[config.mk]
export PLATFORM = sky130hd
export DESIGN_NAME = cpu_bus_rw_seq
export DESIGN_NICKNAME = d
export VERILOG_FILES = /design/src/rtl/cpu_bus_rw_seq.sv
export SDC_FILE = /design/constraint.sdc
export NUM_CORES = 1
export LEC_CHECK = 0
export ABC_CLOCK_PERIOD_IN_PS = 6400
export CORE_MARGIN = 1.5
export CORE_UTILIZATION = 35
export CTS_CLUSTER_SIZE = 30
export DETAILED_ROUTE_END_ITERATION = 12
export PLACE_DENSITY = 0.69
export SLEW_MARGIN = 15
export SYNTH_ARGS = -nofsm -noshare
export SYNTH_HDL_FRONTEND = slang
export SYNTH_SLANG_ARGS = --single-unit
[constraint.sdc]
create_clock -name clk -period 6.4 [get_ports clk]
set_clock_uncertainty 0.05 [all_clocks]
set_input_delay 1.28 -clock clk [delete_from_list [all_inputs] [get_ports clk]]
set_output_delay 1.28 -clock clk [all_outputs]
set_load 0.005 [all_outputs]
[src/rtl/cpu_bus_rw_seq.sv]
// Burst bus read/write sequencer: one core command becomes N single-word bus beats with ack/err handshake.
// Optional bus wait limit enabled by defining CPU_RW_TIMEOUT_EN (abort after TIMEOUT_CYC cycles in BUS).
module cpu_bus_rw_seq #(
    parameter int WORD_W      = 32,
    parameter int ADDR_W      = 32,
    parameter int LEN_W       = 4,
    parameter int ADDR_STEP   = 4,
    parameter int TIMEOUT_CYC = 255
) (
    input  logic              clk,
    input  logic              rst_n,
    input  logic              cmd_valid,
    output logic              cmd_ready,
    input  logic              cmd_we,
    input  logic [ADDR_W-1:0] cmd_addr,
    input  logic [LEN_W-1:0]  cmd_len,
    input  logic [WORD_W-1:0] wr_data,
    input  logic              wr_valid,
    output logic              wr_ready,
    output logic [WORD_W-1:0] rd_data,
    output logic              rd_valid,
    output logic              done,
    output logic              err,
    output logic              err_timeout,
    output logic              bus_req,
    output logic              bus_we,
    output logic [ADDR_W-1:0] bus_addr,
    output logic [WORD_W-1:0] bus_wdata,
    input  logic [WORD_W-1:0] bus_rdata,
    input  logic              bus_ack,
    input  logic              bus_err
);

`ifdef CPU_RW_TIMEOUT_EN
    localparam bit TMO_EN = 1'b1;
`else
    localparam bit TMO_EN = 1'b0;
`endif

    localparam int TMO_W = (TIMEOUT_CYC < 2) ? 1 : $clog2(TIMEOUT_CYC);
    localparam logic [TMO_W-1:0] TMO_LAST = TMO_W'(TIMEOUT_CYC - 1);

    typedef enum logic [2:0] {IDLE, LOAD, BUS, DONE, ERR} state_t;

    state_t            state_reg, state_next;
    logic [ADDR_W-1:0] addr_reg, addr_next;
    logic [LEN_W-1:0]  cnt_reg, cnt_next;
    logic              we_reg, we_next;
    logic [WORD_W-1:0] wdata_reg, wdata_next;
    logic [WORD_W-1:0] rdata_reg, rdata_next;
    logic              rd_valid_reg, rd_valid_next;
    logic [TMO_W-1:0]  tmo_cnt_reg, tmo_cnt_next;
    logic              tmo_flag_reg, tmo_flag_next;

    always_ff @(posedge clk) begin
        if (!rst_n) begin
            state_reg    <= IDLE;
            addr_reg     <= '0;
            cnt_reg      <= '0;
            we_reg       <= 1'b0;
            wdata_reg    <= '0;
            rdata_reg    <= '0;
            rd_valid_reg <= 1'b0;
            tmo_cnt_reg  <= '0;
            tmo_flag_reg <= 1'b0;
        end else begin
            state_reg    <= state_next;
            addr_reg     <= addr_next;
            cnt_reg      <= cnt_next;
            we_reg       <= we_next;
            wdata_reg    <= wdata_next;
            rdata_reg    <= rdata_next;
            rd_valid_reg <= rd_valid_next;
            tmo_cnt_reg  <= tmo_cnt_next;
            tmo_flag_reg <= tmo_flag_next;
        end
    end

    always_comb begin
        state_next    = state_reg;
        addr_next     = addr_reg;
        cnt_next      = cnt_reg;
        we_next       = we_reg;
        wdata_next    = wdata_reg;
        rdata_next    = rdata_reg;
        rd_valid_next = 1'b0;
        tmo_cnt_next  = tmo_cnt_reg;
        tmo_flag_next = tmo_flag_reg;
        case (state_reg)
            IDLE: begin
                tmo_flag_next = 1'b0;
                if (cmd_valid) begin
                    addr_next  = cmd_addr;
                    we_next    = cmd_we;
                    cnt_next   = cmd_len;
                    state_next = LOAD;
                end
            end
            LOAD: begin
                // Wait counter restarts on every entry into BUS.
                tmo_cnt_next = '0;
                if (!we_reg) begin
                    state_next = BUS;
                end else if (wr_valid) begin
                    wdata_next = wr_data;
                    state_next = BUS;
                end
            end
            BUS: begin
                tmo_cnt_next = tmo_cnt_reg + TMO_W'(1);
                // Priority: bus_err, then bus_ack, then timeout.
                if (bus_err) begin
                    state_next = ERR;
                end else if (bus_ack) begin
                    if (!we_reg) begin
                        rdata_next    = bus_rdata;
                        rd_valid_next = 1'b1;
                    end
                    if (cnt_reg == '0) begin
                        state_next = DONE;
                    end else begin
                        cnt_next   = cnt_reg - LEN_W'(1);
                        addr_next  = addr_reg + ADDR_W'(ADDR_STEP);
                        state_next = LOAD;
                    end
                end else if (TMO_EN && (tmo_cnt_reg == TMO_LAST)) begin
                    tmo_flag_next = 1'b1;
                    state_next    = ERR;
                end
            end
            DONE:    state_next = IDLE;
            ERR:     state_next = IDLE;
            default: state_next = IDLE;
        endcase
    end

    assign cmd_ready   = (state_reg == IDLE);
    assign wr_ready    = (state_reg == LOAD) && we_reg;
    assign bus_req     = (state_reg == BUS);
    assign bus_we      = (state_reg == BUS) && we_reg;
    assign bus_addr    = addr_reg;
    assign bus_wdata   = wdata_reg;
    assign rd_data     = rdata_reg;
    assign rd_valid    = rd_valid_reg;
    assign done        = (state_reg == DONE) || (state_reg == ERR);
    assign err         = (state_reg == ERR);
    assign err_timeout = (state_reg == ERR) && tmo_flag_reg;

endmodule

==> results.cfg <==
[synth]
syn-mean-instance-area_um2 = 7.596
synth_top_area_cell = dfxtp_1
synth.yosys.seq_area_share = 0.4456
syn_inst = 621
ys_warn_count = 0
synth_edf_count = 0
synth_top_area_share = 0.4456
ys_ff_latch = 105
synth.area.top_cells = dfxtp_1 45%, nand2_1 14%, a21oi_1 9.3%, nor2_1 2.9%, clkbuf_1 2.7%
ys_async_sr_fraction = 0
synthesis.nets = 731
synthesis.area_um2 = 4717
ys.flop_type = dfxtp_1
ys_types = 59

[timing]
finalSetupViolCount = 0
post-route-min-period_ps = 4002
fin_crit_sh = 0.6252
tightest_slew_ps = 1056
slew_viol_final = 0
max_freq_mhz = 249.9
rsz0062_at_grt = false
relSlewSlack = 0.2945
finalHoldViolations = 0
setup_slack_ps = 2398
timing.setup.tns_ps = 0

[power_and_ir_drop]
finalPower_mw = 1.751
vdd_drop_max_v = 0.0001508
powerDensity_nw_per_um2 = 240.7
p_leak_nw = 2.475

[floorplanning]
dieHeight_um = 119.1
fp-row-count = 42
dieArea_um2 = 14180
dieWidth_um = 119.1
core-area_um2 = 13190
io_pins = 211
initial_core_util = 0.3576

[critical_path]
crit_arrival_ps = 2670
critical_path_required_ps = 5070
end_kind = primary output
crit_top_cell = buf_4
path_class = flop to primary output
cpMaxStageDelayCell = dfxtp_1
cp_max_fo = 45
slowest_delay_ps = 520
crit_path_start_kind = flop
worstPathCellList = or3b_1, buf_4, inv_1, buf_4, and2_1, clkdlybuf4s50_1

[cts]
clk_pin_slew_ps = 70
postCtsHoldBufs = 0
cts_setup_buffers = 0
cts-resized-gates = 0
clk_latency_ps = 350
cts_root_buf = clkbuf_16
htree_levels = 3
clockBufferDepth = 2
cts_tree = done
clkSinkCount = 105
cts_buffers = 9

[detailed_routing]
drc = 0
wl_um = 15410
num_vias = 5191
drtIter0Drc = 441
dr.pass1.iters = 5
post_drt_wl_per_cell_um = 15.70
drtAntennaViolNets = 0
post_drt_via_cell_ratio = 5.286

[final_layout]
drive_gt1_frac = 0.03970
area_growth_pct = 54.27
n_antenna_cell = 0
num-nets-final = 912
final_util = 0.5517
fillCellCount = 1213
final_cells = 982

[placed_design]
io_buffers = 209
dpl_worst_slack_ps = 2467
place_inst = 967
dpl.hpwl_um = 11000
gp_congestion = 0.8486

[run]
drv_cap = 0

[min_path]
hold_path_class = flop to flop

[global_route]
overflow = 0
grt_pass1_vias = 4825
grt_pass1_wl_um = 24490
grt_util_all_layers = 0.2142
grt_start_max_net_pins = 57
antenna_found_initial = 0

[outcome]
outcome = completed
## layout by cell type, fill, tap and decap left out, drive strengths merged, types with 3 or more instances in the layout
cell type and n:
o31ai 4, nand2 173, nand2b 4, o21ai 19, o21a 6, nor3 12
and2 5, a21oi 88, nand4 10, a31oi 8, bufinv 5, a32oi 3
a211oi 4, buf 5, inv 9, clkbuf 9, dfxtp 105, o22ai 8
nor4 8, nand3 7, and3 6, clkdlybuf4s50 209, nor2 37, or4 5
nor3b 3, ha 3, a32o 3, mux2i 6, or2 3, a22oi 5
## stage by stage
stage | hold slack, ps | instance area [um^2]
after floorplan | 402.7 | 4717
after global placement | 391.3 | 6895
after detailed placement | 396.7 | 6895
after CTS | 404.9 | 7276
after global routing | 416.7 | 7277
final | 403.3 | 7277
## synth_stat cells (7+ instances only)
| library cell | count |
|---|---|
| a21oi_1 | 88 |
| a31oi_1 | 8 |
| clkbuf_1 | 34 |
| dfxtp_1 | 105 |
| inv_1 | 8 |
| nand2_1 | 173 |
| nand3_1 | 7 |
| nand4_1 | 9 |
| nor2_1 | 37 |
| nor3_1 | 12 |
| nor4_1 | 7 |
| o21ai_0 | 19 |
| o22ai_1 | 8 |
## where the power goes
group	internal, mW	switching [mW]	total [mW]
combinational	0.171	0.142	0.314
sequential	0.689	0.0463	0.735
clock	0.458	0.244	0.702
total	1.32	0.432	1.75
## layout make-up
cell class / instances / area (um^2) / area share
repair buffers: 214 / 2130 / 0.2926
flip-flops and latches: 105 / 2102 / 0.2889
inverters: 9 / 33.78 / 0.004642
well taps: 176 / 220.2 / 0.03026
clock buffers: 9 / 225.2 / 0.03095
multi-input cells: 463 / 2411 / 0.3313
clock inverters: 6 / 155.1 / 0.02132
## final timing paths
check,start,end,slack [ps],cells after the start
max,state_reg[1],bus_we,2400,6
min,bus_wdata[27],bus_wdata[27],400,2
max reg2reg,state_reg[1],rd_data[21],3700,5
min reg2reg,bus_wdata[27],bus_wdata[27],400,2
## metal layers
layer | vias up | GRT usage | routed length [um]
li1 | 2527 | - | -
met1 | 2431 | 0.2625 | 6356
met2 | 214 | 0.3580 | 7428
met3 | 19 | 0.07232 | 1341
met4 | 0 | 0.05949 | 287
met5 | - | 0 | 0
## critical path, delay by kind of cell (launching register included)
| kind | cells | cell delay [ps] |
|---|---|---|
| buf+inv | 4 | 1230 |
| flops | 1 | 520 |
| simple gates | 2 | 570 |
## cells by family after synthesis
| logic type | count (synthesis) | share of synthesized area |
|---|---|---|
| AO/OA/AOI/OAI | 170 | 0.2178 |
| adder cells (fa/ha/maj) | 3 | 0.007958 |
| buffers and inverters | 53 | 0.04536 |
| flip-flops | 105 | 0.4456 |
| multiplexers | 6 | 0.01273 |
| other | 1 | 0.0007950 |
| AND/OR/NAND/NOR | 283 | 0.2698 |
No activity file was read; power rests on OpenSTA's default activity.
